**src/rtl/read_tick_sequencer_pkg.sv**
```systemverilog
// Shared constants for the read tick sequencer: FSM state encoding,
// default widths, and the nominal tick period of the divided read clock.
package read_tick_sequencer_pkg;

    localparam logic [1:0] IDLE      = 2'd0;
    localparam logic [1:0] WAIT_TICK = 2'd1;
    localparam logic [1:0] READ      = 2'd2;
    localparam logic [1:0] CAPTURE   = 2'd3;

    localparam int DEF_ADDR_WIDTH = 8;
    localparam int DEF_DATA_WIDTH = 16;

    // Cycles of the 50 MHz clock per SLOW_CLK period when fed by the divider.
    localparam int TICK_PERIOD = 512;

    localparam logic [7:0] OVR_CNT_MAX = 8'hFF;

endpackage

```
**src/rtl/read_tick_sync.sv**
```systemverilog
// Brings the asynchronous divided read clock into the 50 MHz domain and turns
// each rising edge into a single-cycle TICK.
module read_tick_sync (
    input  logic IN_50Mhz,
    input  logic RESET_N,
    input  logic SLOW_CLK,
    output logic TICK
);

    logic s1_q, s1_d;
    logic s2_q, s2_d;
    logic s3_q, s3_d;

    always_comb begin
        s1_d = SLOW_CLK;
        s2_d = s1_q;
        s3_d = s2_q;
    end

    always_ff @(posedge IN_50Mhz or negedge RESET_N) begin
        if (!RESET_N) begin
            s1_q <= 1'b0;
            s2_q <= 1'b0;
            s3_q <= 1'b0;
        end else begin
            s1_q <= s1_d;
            s2_q <= s2_d;
            s3_q <= s3_d;
        end
    end

    // s3 only serves as edge history; s1 is never used as a data input.
    assign TICK = s2_q & ~s3_q;

endmodule

```
**src/rtl/read_tick_sequencer.sv**
```systemverilog
// Reads LENGTH words from BASE_ADDR, one per SLOW_CLK rising edge, and offers
// them on a valid/ready port. Define READ_TICK_SEQ_OVERRUN_CNT_EN for OVERRUN_CNT.
module read_tick_sequencer
    import read_tick_sequencer_pkg::*;
#(
    parameter int ADDR_WIDTH = DEF_ADDR_WIDTH,
    parameter int DATA_WIDTH = DEF_DATA_WIDTH
) (
    input  logic                  IN_50Mhz,
    input  logic                  RESET_N,
    input  logic                  SLOW_CLK,
    input  logic                  START,
    input  logic [ADDR_WIDTH-1:0] BASE_ADDR,
    input  logic [ADDR_WIDTH-1:0] LENGTH,
    output logic                  RD_EN,
    output logic [ADDR_WIDTH-1:0] RD_ADDR,
    input  logic [DATA_WIDTH-1:0] RD_DATA,
    output logic [DATA_WIDTH-1:0] OUT_DATA,
    output logic                  OUT_VALID,
    input  logic                  OUT_READY,
    output logic                  BUSY,
    output logic                  DONE,
    output logic                  OVERRUN
`ifdef READ_TICK_SEQ_OVERRUN_CNT_EN
    ,
    output logic [7:0]            OVERRUN_CNT
`endif
);

    localparam logic [ADDR_WIDTH-1:0] ADDR_ONE = 1;

    logic tick;

    logic [1:0]            state_q, state_d;
    logic [ADDR_WIDTH-1:0] base_q, base_d;
    logic [ADDR_WIDTH-1:0] len_q, len_d;
    logic [ADDR_WIDTH-1:0] idx_q, idx_d;
    logic [ADDR_WIDTH-1:0] rd_addr_q, rd_addr_d;
    logic [DATA_WIDTH-1:0] out_data_q, out_data_d;
    logic                  out_valid_q, out_valid_d;
    logic                  done_q, done_d;
    logic                  overrun_q, overrun_d;
    logic [ADDR_WIDTH-1:0] idx_inc;

    read_tick_sync u_sync (
        .IN_50Mhz (IN_50Mhz),
        .RESET_N  (RESET_N),
        .SLOW_CLK (SLOW_CLK),
        .TICK     (tick)
    );

    assign idx_inc = idx_q + ADDR_ONE;

`ifdef READ_TICK_SEQ_OVERRUN_CNT_EN
    logic [7:0] ovr_cnt_q, ovr_cnt_d;
    logic       ovr_clear;
    logic       ovr_skip;

    always_comb begin
        ovr_cnt_d = ovr_cnt_q;
        if (ovr_clear) begin
            ovr_cnt_d = 8'h00;
        end else if (ovr_skip && ovr_cnt_q != OVR_CNT_MAX) begin
            ovr_cnt_d = ovr_cnt_q + 8'h01;
        end
    end

    always_ff @(posedge IN_50Mhz or negedge RESET_N) begin
        if (!RESET_N) begin
            ovr_cnt_q <= 8'h00;
        end else begin
            ovr_cnt_q <= ovr_cnt_d;
        end
    end

    assign ovr_clear   = (state_q == IDLE) && START;
    assign ovr_skip    = (state_q == WAIT_TICK) && tick && out_valid_q && !OUT_READY;
    assign OVERRUN_CNT = ovr_cnt_q;
`endif

    always_comb begin
        state_d     = state_q;
        base_d      = base_q;
        len_d       = len_q;
        idx_d       = idx_q;
        rd_addr_d   = rd_addr_q;
        out_data_d  = out_data_q;
        out_valid_d = out_valid_q;
        done_d      = 1'b0;
        overrun_d   = overrun_q;

        // A handshake empties the output unless CAPTURE refills it below.
        if (out_valid_q && OUT_READY) begin
            out_valid_d = 1'b0;
        end

        case (state_q)
            IDLE: begin
                if (START) begin
                    base_d    = BASE_ADDR;
                    len_d     = LENGTH;
                    idx_d     = '0;
                    overrun_d = 1'b0;
                    if (LENGTH == '0) begin
                        done_d = 1'b1;
                    end else begin
                        state_d = WAIT_TICK;
                    end
                end
            end
            WAIT_TICK: begin
                if (tick) begin
                    if (out_valid_q && !OUT_READY) begin
                        overrun_d = 1'b1;
                    end else begin
                        state_d   = READ;
                        rd_addr_d = base_q + idx_q;
                    end
                end
            end
            READ: begin
                state_d = CAPTURE;
            end
            CAPTURE: begin
                out_data_d  = RD_DATA;
                out_valid_d = 1'b1;
                idx_d       = idx_inc;
                if (idx_inc == len_q) begin
                    state_d = IDLE;
                    done_d  = 1'b1;
                end else begin
                    state_d = WAIT_TICK;
                end
            end
            default: begin
                state_d = IDLE;
            end
        endcase
    end

    always_ff @(posedge IN_50Mhz or negedge RESET_N) begin
        if (!RESET_N) begin
            state_q     <= IDLE;
            base_q      <= '0;
            len_q       <= '0;
            idx_q       <= '0;
            rd_addr_q   <= '0;
            out_data_q  <= '0;
            out_valid_q <= 1'b0;
            done_q      <= 1'b0;
            overrun_q   <= 1'b0;
        end else begin
            state_q     <= state_d;
            base_q      <= base_d;
            len_q       <= len_d;
            idx_q       <= idx_d;
            rd_addr_q   <= rd_addr_d;
            out_data_q  <= out_data_d;
            out_valid_q <= out_valid_d;
            done_q      <= done_d;
            overrun_q   <= overrun_d;
        end
    end

    assign RD_EN     = (state_q == READ);
    assign RD_ADDR   = rd_addr_q;
    assign OUT_DATA  = out_data_q;
    assign OUT_VALID = out_valid_q;
    assign BUSY      = (state_q != IDLE);
    assign DONE      = done_q;
    assign OVERRUN   = overrun_q;

endmodule

```
**config.mk**
```make
export PLATFORM = sky130hd
export DESIGN_NAME = read_tick_sequencer
export DESIGN_NICKNAME = d
export VERILOG_FILES = /design/src/rtl/read_tick_sequencer_pkg.sv /design/src/rtl/read_tick_sync.sv /design/src/rtl/read_tick_sequencer.sv
export SDC_FILE = /design/constraint.sdc
export NUM_CORES = 1
export LEC_CHECK = 0
export CAP_MARGIN = 20
export CORE_MARGIN = 1
export CORE_UTILIZATION = 35
export CTS_CLUSTER_DIAMETER = 50
export DETAILED_ROUTE_END_ITERATION = 8
export DONT_BUFFER_PORTS = 1
export PLACE_DENSITY = 0.51
export SLEW_MARGIN = 10
export SYNTH_ARGS = -nofsm -noshare
export SYNTH_HDL_FRONTEND = slang
export SYNTH_HIERARCHICAL = 1
export SYNTH_SLANG_ARGS = --single-unit
```
**constraint.sdc**
```tcl
create_clock -name IN_50Mhz -period 2 [get_ports IN_50Mhz]
set_clock_uncertainty 0.2 [all_clocks]
set_input_delay 0.4 -clock IN_50Mhz [delete_from_list [all_inputs] [get_ports IN_50Mhz]]
set_output_delay 0.4 -clock IN_50Mhz [all_outputs]
set_load 0.1 [all_outputs]
```
Word-level counts from Yosys, hierarchy flattened
Index checks and enable logic that the tools add are counted.
- add/subtract/negate cells: 2
- reductions and logical operators: 14
- equal/unequal tests: 9
- muxes and demuxes: 18
- bitwise gates (word level): 3
- operator list (operator ; count):
    case mux 8 bit (2 select lines) ; 1
    inequality test 2 bit, second input constant ; 5
    2-to-1 mux 1 bit ; 9
    adder 8 x 1 -> 8 bit, second input constant ; 1
    adder 8 bit ; 1
    == test 8 bit ; 1
    zero test 8 bit ; 1
    2-to-1 mux 2 bit ; 4
    2-to-1 mux 8 bit ; 1
    case mux 2 bit (4 select lines) ; 1
    AND reduction 4 bit ; 2
    nonzero test 2 bit ; 4
    == test 2 bit, second input constant ; 2
    case mux 1 bit (2 select lines) ; 2
    AND reduction 2 bit ; 2
    AND reduction 3 bit ; 1
    == test 2 x 1 -> 1 bit, second input constant ; 1
    logical AND 1 bit ; 2
    zero test 2 bit ; 1
    NOT 1 bit ; 2
    AND 1 bit ; 1
    zero test 1 bit ; 1
- register bits after elaboration: 56
- word-level logic and storage cells: 58
- input port bits: 37
- output and inout port bits: 29

Depth between registers and ports, before layout
Gate-level depths: netlist of the first run.
- depth in word-level cells: 5
- mapped depth: 9
- depth with buffers taken out: 9

Cells and area by module
Netlist of the first run, hierarchy kept.
- modules (own cells, without submodules) (module ; cells each ; seq. area each (um^2) ; instances ; area each (um^2)):
    read_tick_sequencer ; 257 ; 1326.3 ; 1 ; 2790.2
    read_tick_sync ; 4 ; 75.1 ; 1 ; 88.8

Worst setup path after synthesis of the first run
OpenSTA, ideal clock, no wires.
- path type: flip-flop to flip-flop
- from: register idx_q[1]
- to: register state_q[0]
- data required time: 1.670 ns
- period minus slack after synthesis: 2.175 ns
- buffers on the path: 0
- setup time: 0.130 ns
- arrival time: 1.844 ns
- cell stages (with the launch flop): 8
- slack: -0.175 ns
- cell sequence: dfrtp_1 > ha_1 > and3_4 > a31o_1 > a2111oi_2 > o311ai_1 > a221oi_1 > a21oi_1
- word-level cells in the longest chain between the ends: 4
- RTL lines (item ; RTL line ; RTL):
    from (decl) ; read_tick_sequencer.sv:37 ; logic [ADDR_WIDTH-1:0] idx_q, idx_d;
    from (signal assigned) ; read_tick_sequencer.sv:156 ; idx_q <= idx_d;
    adder 8 x 1 -> 8 bit ; read_tick_sequencer.sv:52 ; assign idx_inc = idx_q + ADDR_ONE;
    == test 8 bit ; read_tick_sequencer.sv:128 ; if (idx_inc == len_q) begin
    2-to-1 mux 1 bit ; read_tick_sequencer.sv:128 ;
    case mux 2 bit (4 select lines) ; read_tick_sequencer.sv:97 ; case (state_q)
    to (signal assigned) ; read_tick_sequencer.sv:153 ; state_q <= state_d;
    to (decl) ; read_tick_sequencer.sv:34 ; logic [1:0] state_q, state_d;
Every way passes these cells.
A chain may end at the register's enable or synchronous reset.

Worst setup path after layout of the first run
- from: register idx_q[0]
- to: register state_q[0]
The elaborated chain is that of the path after synthesis.

==> flow_metrics.py, run 1 <==
metrics = {
    "worst_setup_path": {
        "crit_family": "compound AO/OA/AOI/OAI gates",
        "slowest_delay_ns": 0.46,
        "rr_startpoint": "idx_q[0]",
        "end_kind": "register",
        "crit_path_cell_trace": "ha_4, and3_4, a31o_1, a2111oi_4, o311ai_2, a221oi_1, a21oi_1",
        "crit_path_start": "idx_q[0]",
        "crit_fanout": 4,
        "cp-start-kind": "register",
        "cp.arrival_ns": 2.20,
        "cp.required_ns": 2.00,
        "cpMaxStageDelayCell": "dfrtp_2",
        "critPathBufInv": 0,
        "crit_type": "reg2reg",
    },
    "global_routing": {
        "grt_usage": 0.151,
        "grt_max_degree": 57,
        "grt_pass1_vias": 1947,
        "grt_pass1_wl_um": 10000,
        "antenna_found_initial": 0,
        "grt-ovfl-total": 0,
    },
    "floorplan": {
        "pin_count": 66,
        "design.die.area_mm2": 0.00859,
        "core_area_mm2": 0.00785,
        "start_util": 0.367,
        "die_x_um": 92.7,
        "placement_rows": 32,
        "die_h_um": 92.7,
    },
    "drt": {
        "postRouteAntennaNets": 0,
        "vias": 2059,
        "drt_iter0_markers": 102,
        "first_pass_iters": 4,
        "viasPerCell": 5.01,
        "post-route-drc-count": 0,
        "avgRoutedWirePerCell_um": 15.0,
        "totalWireLength_um": 6180,
    },
    "run": {
        "maxCapViolCount": 0,
    },
    "sta": {
        "period_share": 1.10,
        "tightest_slew_ns": 0.912,
        "slew_viol_final": 0,
        "setup_violations": 3,
        "min_period_ns": 2.20,
        "rsz0062_at_grt": "true",
        "hold_viol": 0,
        "max_freq_mhz": 454,
        "fin_hold_ws_ns": 0.0170,
        "fin_ws_ns": -0.202,
        "slew_headroom": 0.392,
    },
    "yosys": {
        "synthCells": 261,
        "ys_types": 47,
        "ys_ff_latch": 56,
        "synth-edff-count": 0,
        "async_flop_share": 1.00,
        "synth_warnings": 6,
        "syn_area_mm2": 0.00288,
        "yosysSeqAreaShare": 0.487,
        "syn_nets": 311,
        "avgSynthCellArea_um2": 11.0,
        "dominantRegCellSynth": "dfrtp_1",
    },
    "clock_network": {
        "numCtsBuffers": 5,
        "clkLatencyLatePin_ns": 0.31,
        "h-tree-depth": 2,
        "clockBufferDepth": 2,
        "cts_tree": "yes",
        "clkTransAtPathRegs_ns": 0.10,
        "cts_root_buf": "clkbuf_8",
        "clock-sinks": 56,
    },
    "place": {
        "placed_area_mm2": 0.00329,
        "finalWeightedCongestion": 0.819,
        "post-place-ws_ns": -0.225,
        "io_buffers": 0,
        "post-dp-hpwl_um": 4420,
    },
    "min_path": {
        "hp-class": "in2reg",
        "min_from": "BASE_ADDR[0]",
    },
    "outcome": {
        "status": "finished with violations",
        "violations": "negative setup slack",
    },
    "finish": {
        "drive_gt1_frac": 0.346,
        "finalNetCount": 358,
        "n_antenna_cell": 0,
        "final_util": 0.458,
        "fin_area_mm2": 0.00359,
        "areaGrowthSynthToFinish_pct": 24.7,
    },
}
state kept, by name, indices dropped and copies added (netlist names):
| signal | flops |
|---|---|
| idx_q | 8 |
| base_q | 8 |
| len_q | 8 |
| OUT_DATA | 16 |
| u_sync/s3_q | 1 |
| RD_ADDR | 8 |
| OUT_VALID | 1 |
| DONE | 1 |
| state_q | 2 |
| u_sync/s1_q | 1 |
| u_sync/s2_q | 1 |
| OVERRUN | 1 |
placed cells by master (no fill, tap or decap), drive strengths merged, types with 2 or more instances in the layout:
cell	count
a21oi	9
a31o	2
a31oi	3
and3	3
buf	50
clkbuf	7
dfrtp	56
dlygate4sd3	4
ha	12
inv	13
mux2	33
mux2i	3
nand2	19
nand2b	2
nand3	7
nand4	5
nor2	13
nor2b	4
nor3b	3
nor4	3
o21a	2
o21ai	22
o311ai	2
o31a	5
or3	2
xnor2	7
xor2	6
metal layers:
metal / track usage / share of wire
met5: 0 / 0
met1: 0.215 / 0.47
met2: 0.235 / 0.48
met4: 0.0308 / 0.0055
met3: 0.0345 / 0.043
synth_stat cells, types with 3 or more instances:
| cell type | count | area [um2] |
|---|---|---|
| a21oi_1 | 9 | 45.0 |
| a31oi_1 | 3 | 18.8 |
| clkbuf_1 | 9 | 33.8 |
| dfrtp_1 | 56 | 1400 |
| ha_1 | 12 | 150 |
| inv_1 | 12 | 45.0 |
| mux2_1 | 6 | 67.6 |
| mux2_2 | 27 | 304 |
| mux2i_1 | 3 | 30.0 |
| nand2_1 | 19 | 71.3 |
| nand3_1 | 7 | 35.0 |
| nand4_1 | 5 | 31.3 |
| nor2_1 | 13 | 48.8 |
| nor2b_1 | 3 | 18.8 |
| nor3b_1 | 3 | 22.5 |
| nor4_1 | 3 | 18.8 |
| o21ai_0 | 18 | 90.1 |
| o21ai_1 | 4 | 20.0 |
| o31a_1 | 4 | 35.0 |
| xnor2_1 | 7 | 61.3 |
| xor2_1 | 6 | 52.6 |
what timing repair did:
| action | in CTS | in global routing |
|---|---|---|
| endpoints found under the setup margin | 7 | 7 |
| setup buffers | 1 | 6 |
| hold endpoints to repair | 57 | 2 |
| pin swaps | 2 | 7 |
| hold buffers | 3 | 2 |
| gates resized for setup | 9 | 14 |
worst register-to-register path, cell delays in order (launching register included):
cell and delay, ns:
dfrtp_2 0.46, ha_4 0.18, and3_4 0.18, a31o_1 0.24, a2111oi_4 0.30, o311ai_2 0.17
a221oi_1 0.29, a21oi_1 0.07
final cells by class:
| type | count | area [um2] |
|---|---|---|
| well taps | 102 | 128 |
| fillers | 763 | 4260 |
| flip-flops and latches | 56 | 1410 |
| clock buffers | 7 | 76.3 |
| multi-input cells | 178 | 1450 |
| repair buffers | 54 | 464 |
| inverters | 13 | 53.8 |
| clock inverters | 1 | 8.76 |
per-stage QoR:
step	std cells	setup TNS [ns]
after floorplan	261	-0.0901
after global placement	391	-0.449
after detailed placement	391	-0.752
after CTS	403	-0.429
after global routing	411	-0.574
final	411	-0.373
cell families after synthesis:
logic type / Yosys count / share of synthesized area
AND/OR/NAND/NOR: 62 / 0.111
flip-flops: 56 / 0.487
AO/OA/AOI/OAI: 54 / 0.123
multiplexers: 36 / 0.140
buffers and inverters: 27 / 0.0413
XOR/XNOR: 13 / 0.0395
adder cells (fa/ha/maj): 13 / 0.0591
path summary, 6_finish.rpt:
path,end,depth (start not counted),slack [ns]
setup / recovery,state_q[0],7,-0.20
hold / removal,base_q[0],1,0.02
setup reg to reg,state_q[0],7,-0.20
hold reg to reg,u_sync/s2_q,0,0.16
max in group asynchronous,idx_q[3],2,0.94
min in group asynchronous,RD_ADDR[5],2,0.41
Power of run 1 is not shown: default switching activity piles up to over one toggle a cycle in this logic, so the estimate is an artifact.
==> inputs of run 2 (changes only) <==
SLEW_MARGIN = 20   (was 10)
==> results of run 2 <==
Final layout, timing and power as in run 1 (identical DEF).
Power of run 2 is left out for the same reason.
==> inputs of run 3 (changes only) <==
MAX_ROUTING_LAYER = met4   (was default)
==> run 3 against run 2 <==
  * Worst setup slack improved by 0.011 ns
  * Critical endpoint unchanged
  * Sequential cell count did not move
  * Worst hold slack barely moved
  * Design area fell by 0.28%
  * Cell count fell by 0.24%
  * Highest routed layer unchanged
  * The flow still finishes with violations (negative setup slack)
  * Count of clock-buffer cells in the layout did not move
  * Routed wire length fell by 0.13%
  * Register-to-register slack barely moved
  * Via count rose by 0.44%
  * Fmax rose by 0.50%
  * Largest cell class unchanged
  * First-iteration DRC count fell by 0.98%
  * Non-clock buffer count fell by 1
==> flow_metrics.py, run 3 (synthesis results as in run 1) <==
metrics = {
    "worst_setup_path": {
        "cp.required_ns": 2.00,
        "crit_path_cell_trace": "ha_4, and3_4, a31o_1, a2111oi_4, o311ai_2, a221oi_1, a21oi_1",
        "crit_path_start": "idx_q[0]",
        "rr_startpoint": "idx_q[0]",
        "r2r_slack_ns": -0.19,
        "critPathBufInv": 0,
        "slowest_delay_ns": 0.46,
        "crit_family": "compound AO/OA/AOI/OAI gates",
        "crit_type": "reg2reg",
        "cpMaxStageDelayCell": "dfrtp_2",
        "cp-start-kind": "register",
        "end_kind": "register",
        "cp.arrival_ns": 2.19,
        "crit_fanout": 4,
    },
    "sta": {
        "min_period_ns": 2.19,
        "fin_ws_ns": -0.192,
        "slew_headroom": 0.394,
        "slew_viol_final": 0,
        "setup_violations": 3,
        "max_freq_mhz": 456,
        "rsz0062_at_grt": "true",
        "hold_viol": 0,
        "tightest_slew_ns": 0.909,
        "period_share": 1.10,
    },
    "place": {
        "io_buffers": 0,
        "placed_area_mm2": 0.00329,
        "post-dp-hpwl_um": 4420,
        "finalWeightedCongestion": 0.831,
        "post-place-ws_ns": -0.225,
    },
    "finish": {
        "areaGrowthSynthToFinish_pct": 24.4,
        "fill_cells": 764,
        "layout_common_cells": "51 x dfrtp_1, 46 x buf_4, 27 x mux2_2",
        "final_util": 0.456,
        "drive_gt1_frac": 0.347,
        "largest_register_ffs": 16,
        "regArea_mm2": 0.00141,
        "fin_area_mm2": 0.00358,
        "finalNetCount": 357,
        "n_antenna_cell": 0,
        "final_common_cell": "dfrtp_1",
        "multi_input_area_mm2": 0.00145,
    },
    "floorplan": {
        "start_util": 0.367,
        "core_area_mm2": 0.00785,
        "placement_rows": 32,
        "design.die.area_mm2": 0.00859,
        "pin_count": 66,
        "die_h_um": 92.7,
        "die_x_um": 92.7,
    },
    "drt": {
        "postRouteAntennaNets": 0,
        "viasPerCell": 5.04,
        "totalWireLength_um": 6170,
        "avgRoutedWirePerCell_um": 15.0,
        "post-route-drc-count": 0,
        "drt_iter0_markers": 101,
        "vias": 2068,
        "first_pass_iters": 4,
    },
    "clock_network": {
        "numCtsBuffers": 5,
        "clock-sinks": 56,
        "clkTransAtPathRegs_ns": 0.10,
        "clockBufferDepth": 2,
        "h-tree-depth": 2,
        "clkLatencyLatePin_ns": 0.31,
        "cts_tree": "yes",
        "cts_root_buf": "clkbuf_8",
    },
    "global_routing": {
        "grt-ovfl-total": 0,
        "grt_pass1_wl_um": 10000,
        "grt_max_degree": 57,
        "grt_pass1_vias": 1951,
        "antenna_found_initial": 0,
        "grt_usage": 0.155,
    },
    "min_path": {
        "hp-class": "in2reg",
        "min_from": "BASE_ADDR[0]",
    },
    "outcome": {
        "status": "finished with violations",
        "violations": "negative setup slack",
    },
    "run": {
        "maxCapViolCount": 0,
    },
}
run 3: changes by cell type in the layout (fill, tap and decap cells not counted), sizes merged:
cell / change
dlygate4sd3: -1
run 3: what timing repair did:
item                       CTS  global route
setup endpoints to repair    7             7
setup buffers                1             6
pin swaps                    2             6
resized for setup            9            14
hold endpoints to repair    57             1
hold buffers                 3             1
run 3: metal layers:
metal,vias up,GRT usage,share of wire,wire [um]
met5,-,-,0,0
met4,0,0.0346,0.0063,39
met3,4,0.0296,0.044,273
met2,43,0.236,0.48,2940
met1,1000,0.215,0.47,2920
li1,1021,-,-,-
run 3: path summary, 6_finish.rpt:
check	to	depth (start not counted)
max in group asynchronous	idx_q[3]	2
hold reg to reg	u_sync/s2_q	0
hold / removal	base_q[0]	1
setup / recovery	state_q[0]	7
setup reg to reg	state_q[0]	7
min in group asynchronous	RD_ADDR[5]	2
run 3: through the flow:
step	setup TNS, ns	hold WS, ns	std cells
3_3_place_gp	-0.449	-0.0941	391
4_1_cts	-0.429	0.00122	403
6_report	-0.353	0.0171	410
5_1_grt	-0.583	0.00313	410
3_5_place_dp	-0.752	-0.0940	391
2_1_floorplan	-0.0901	-0.0956	261
run 3: area by class of cell:
class / instances / share of cell area
Multi-Input combinational cell: 178 / 0.406
Sequential cell: 56 / 0.393
Timing Repair Buffer: 53 / 0.127
Tap cell: 102 / 0.0356
Clock buffer: 7 / 0.0213
Inverter: 13 / 0.0150
Clock inverter: 1 / 0.00245
Power of run 3 is left out for the same reason.
==> RTL change 1, RTL diff (settings of run 1) <==
Set the package constant `DEF_DATA_WIDTH` to 20 (it was 16).
--- a/src/rtl/read_tick_sequencer_pkg.sv
+++ b/src/rtl/read_tick_sequencer_pkg.sv
@@ -8,7 +8,7 @@
     localparam logic [1:0] CAPTURE   = 2'd3;
 
     localparam int DEF_ADDR_WIDTH = 8;
-    localparam int DEF_DATA_WIDTH = 16;
+    localparam int DEF_DATA_WIDTH = 20;
 
     // Cycles of the 50 MHz clock per SLOW_CLK period when fed by the divider.
     localparam int TICK_PERIOD = 512;
Ports: changed (resized OUT_DATA and RD_DATA); port bits go from 66 to 74. No check against the original RTL was run, so the function may have changed too.
==> RTL change 1 against run 1 <==
The flow still finishes with violations (negative setup slack); via count grew 12%; largest cell class unchanged; sequential cell count increased by 4; worst setup slack improved by 0.023 ns; global-route usage is 2.4 points higher; wire length up 14%; area after synthesis up 5.0%; design area increased by 19%; core utilization rose by 5.8 points; final cell count up 14%.
Power is left out: the tool's default activity adds up to more than one toggle a clock period on the data nets, which glitch-free logic cannot reach.
==> RTL change 1: results (changes against run 1) <==
* Top post-synthesis cells by count: 60 x dfrtp_1, 37 x mux2_1, 19 x nand2_1
* Status: finished, violations left
* Non-clock buffers at 94 (+74%)
* Slowest-stage cell, CP: dfrtp_1
* Post-synthesis sequential area ratio at 49.65% (+0.97 points)
* Area of the multi-input gates at 0.001554 mm2 (+7.0%)
* Post-DP HPWL at 4685 um (+6.1%)
* DR WL met3 at 281 um (+5.2%)
* Distinct cells, synth at 45 (-4.3%)
* Share of cells above drive strength 1 at 27.47% (-7.2 points)
* Gpl congestion at 0.7772 (-5.1%)
* Met3 usage at 4.992% (+1.5 points)
* Worst skew pair latency at 0.34 ns (+0.03 ns)
* WL per Instance at 15.04 um (about the same)
* Syn nets at 323 (+3.9%)
* Crit-path max FO at 2 (-2)
* Largest net degree at the start of global routing at 61 (+7.0%)
* Yosys reg bits at 60 (+7.1%)
* Count of multi-input gates at 182 (+2.2%)
* Final net count at 414 (+16%)
* Global Route met1 Usage at 21.25% (-0.28 points)
* Vias at 2301 (+12%)
* Setup WS post-layout at -0.1793 ns (+0.02313 ns)
* Final setup violation count at 4 (+1)
* Met2 Use GR at 29.20% (+5.7 points)
* Slew headroom at 39.66% (+0.49 points)
* N_taps at 105 (+2.9%)
* Worst Hold Launch: START
* Multiplexer share of the synthesized area at 14.77% (+0.82 points)
* XOR/XNOR Fraction of Synth Area at 3.765% (-0.19 points)
* Reg area at 0.001504 mm2 (+6.8%)
* Max FFs per register at 20 (+4)
* Worst R2R Start: idx_q[1]
* Clock buf/inv share at 4.383% (+2.0 points)
* End of the critical path: DONE
* WHS at 0.05323 ns (+0.03626 ns)
* Final non-clock buffer share at 19.93% (+7.0 points)
* Global-route wire length before repair at 11690 um (+17%)
* H-tree depth at 3 (+1)
* Clock buffer count from CTS at 9 (+4)
* Filler instances at 754 (-1.2%)
* Clkbuf count at 14 (+7)
* Iteration-0 DRC Markers at 61 (-40%)
* Synth Area in Compound Gates at 11.71% (-0.59 points)
* Failing checks: negative setup slack
* GRT Util Overall at 17.47% (+2.4 points)
* Met2 routed WL at 3483 um (+18%)
* WHS Endpoint: idx_q[0]
* Hold path cells at 2 (+1)
* Area share of fa/ha/maj cells after synthesis at 5.627% (-0.28 points)
* Max incr delay on CP at 0.39 ns (-0.07 ns)
* Wire length on met1 at 3213 um (+10%)
## RTL change 1: changes by cell type after synthesis, sizes merged
cell / before / now
dfrtp: 56 / 60
mux2: 33 / 37
## RTL change 1: what timing repair did
item                                    4_1_cts  5_1_grt
pin swaps                                    15       14
endpoints found under the hold margin        97        0
cloned                                        0        0
hold buffers                                 39        0
resized for setup                            16       16
setup buffers                                 8        4
endpoints found under the setup margin        7        9
## RTL change 1: worst max-delay path: cells and delay by family (launching register included)
family | cells | cell delay [ns]
simple gates | 2 | 0.18
compound gates | 4 | 0.87
flops | 1 | 0.39
buf+inv | 3 | 0.43
## RTL change 1: stage by stage
step | setup slack (ns) | utilization (%) | cells | area (um2)
final | -0.1793 | 51.59 | 469 | 4282
after global routing | -0.2780 | 51.59 | 469 | 4282
after CTS | -0.2452 | 50.35 | 465 | 4179
after detailed placement | -0.2323 | 41.41 | 403 | 3437
after global placement | -0.1237 | 41.41 | 403 | 3437
after floorplan | -0.1119 | - | 269 | 3029
==> RTL change 2, RTL diff (settings of run 1) <==
Made on the original files. Register the output `OVERRUN` once more, with the module's reset; this adds one clock of latency there. The other outputs are not delayed to match.
--- a/src/rtl/read_tick_sequencer.sv
+++ b/src/rtl/read_tick_sequencer.sv
@@ -168,7 +168,13 @@
     assign OUT_VALID = out_valid_q;
     assign BUSY      = (state_q != IDLE);
     assign DONE      = done_q;
-    assign OVERRUN   = overrun_q;
+    always_ff @(posedge IN_50Mhz or negedge RESET_N) begin
+        if (!RESET_N) begin
+            OVERRUN <= '0;
+        end else begin
+            OVERRUN <= overrun_q;
+        end
+    end
 
 endmodule
 
Function: changed (Yosys sat finds a counterexample within 10 cycles, from zero or initial values and one cycle with RESET_N low).
==> RTL change 2 against run 1 <==
The run still ends with negative setup slack left; count of clock-buffer cells in the layout up 6; critical path depth unchanged; worst setup slack improved by 0.025 ns; area after synthesis is 0.87% higher; design area is 8.3% higher; wire length grew 5.0%; sequential cell count increased by 1; sequential share of layout area is 2.4 points lower; fmax is 1.2% higher; global-route usage is 0.94 points higher; critical path type unchanged; critical endpoint unchanged.
Power is not shown: default switching activity piles up to over one toggle a cycle in this logic, so the estimate is an artifact.
==> RTL change 2: results (changes against run 1) <==
* Area contributors post-synth: dfrtp_1 49%, mux2_2 10%, ha_1 5.2%
* Final setup violation count at 4 (+1)
* Post_cts resized at 11 (+2)
* Status: finished, violations left
* CTS clk-pin slew, worst paths at 0.06 ns (-0.04 ns)
* H-tree depth at 3 (+1)
* Slew headroom at 39.61% (+0.45 points)
* Failing checks: negative setup slack
* Post-DP HPWL at 4386 um (-0.67%)
* Mapped Cells at 262 (+0.38%)
* Syn nets at 312 (+0.32%)
* Area of the multi-input gates at 0.001479 mm2 (+1.8%)
* Post-Route WL at 6486 um (+5.0%)
* FFs & Latches at 57 (+1.8%)
* Placed insts at 386 (-1.3%)
* Share of cells above drive strength 1 at 33.84% (-0.79 points)
* Cts hold-fix bufs at 21 (+18)
* Iteration-0 DRC Markers at 83 (-19%)
* Worst skew pair latency at 0.33 ns (+0.02 ns)
* Global-route wire length before repair at 10520 um (+5.0%)
* Setup WS post-layout at -0.1771 ns (+0.02536 ns)
* Non-clock buffers at 67 (+24%)
* Clkbuf count at 13 (+6)
* Post-synthesis sequential area ratio at 49.12% (+0.44 points)
* Final non-clock buffer share at 15.66% (+2.7 points)
* Largest net degree at the start of global routing at 58 (+1.8%)
RTL change 2: cell families after synthesis:
logic type                 count (synthesis)  synth area share, %
and+or+nand+nor                           62                10.99
DFF                                       57                49.12
AOI/OAI and AO/OA                         54                12.19
muxes                                     36                13.83
buffers and inverters                     27                4.093
xor gates and xnor gates                  13                3.921
adders and majority gates                 13                5.859
RTL change 2: metal layers:
metal	track usage (%)	part of all wire (%)	up-vias
li1	-	-	1057
met1	20.04	47	1048
met2	26.29	47	43
met3	5.447	4.7	9
met4	4.615	0.99	0
met5	0	0	-
RTL change 2: path summary, 6_finish.rpt:
path                            cells after the start        start           to  slack [ns]
max in group asynchronous                           2      RESET_N     idx_q[0]        0.94
min in group asynchronous                           2      RESET_N  OUT_DATA[6]        0.40
worst min-delay path                                1   RD_DATA[4]  OUT_DATA[4]        0.02
worst max register to register                      7     idx_q[0]   state_q[0]       -0.18
worst max-delay path                                7     idx_q[0]   state_q[0]       -0.18
worst min register to register                      0  u_sync/s1_q  u_sync/s2_q        0.15
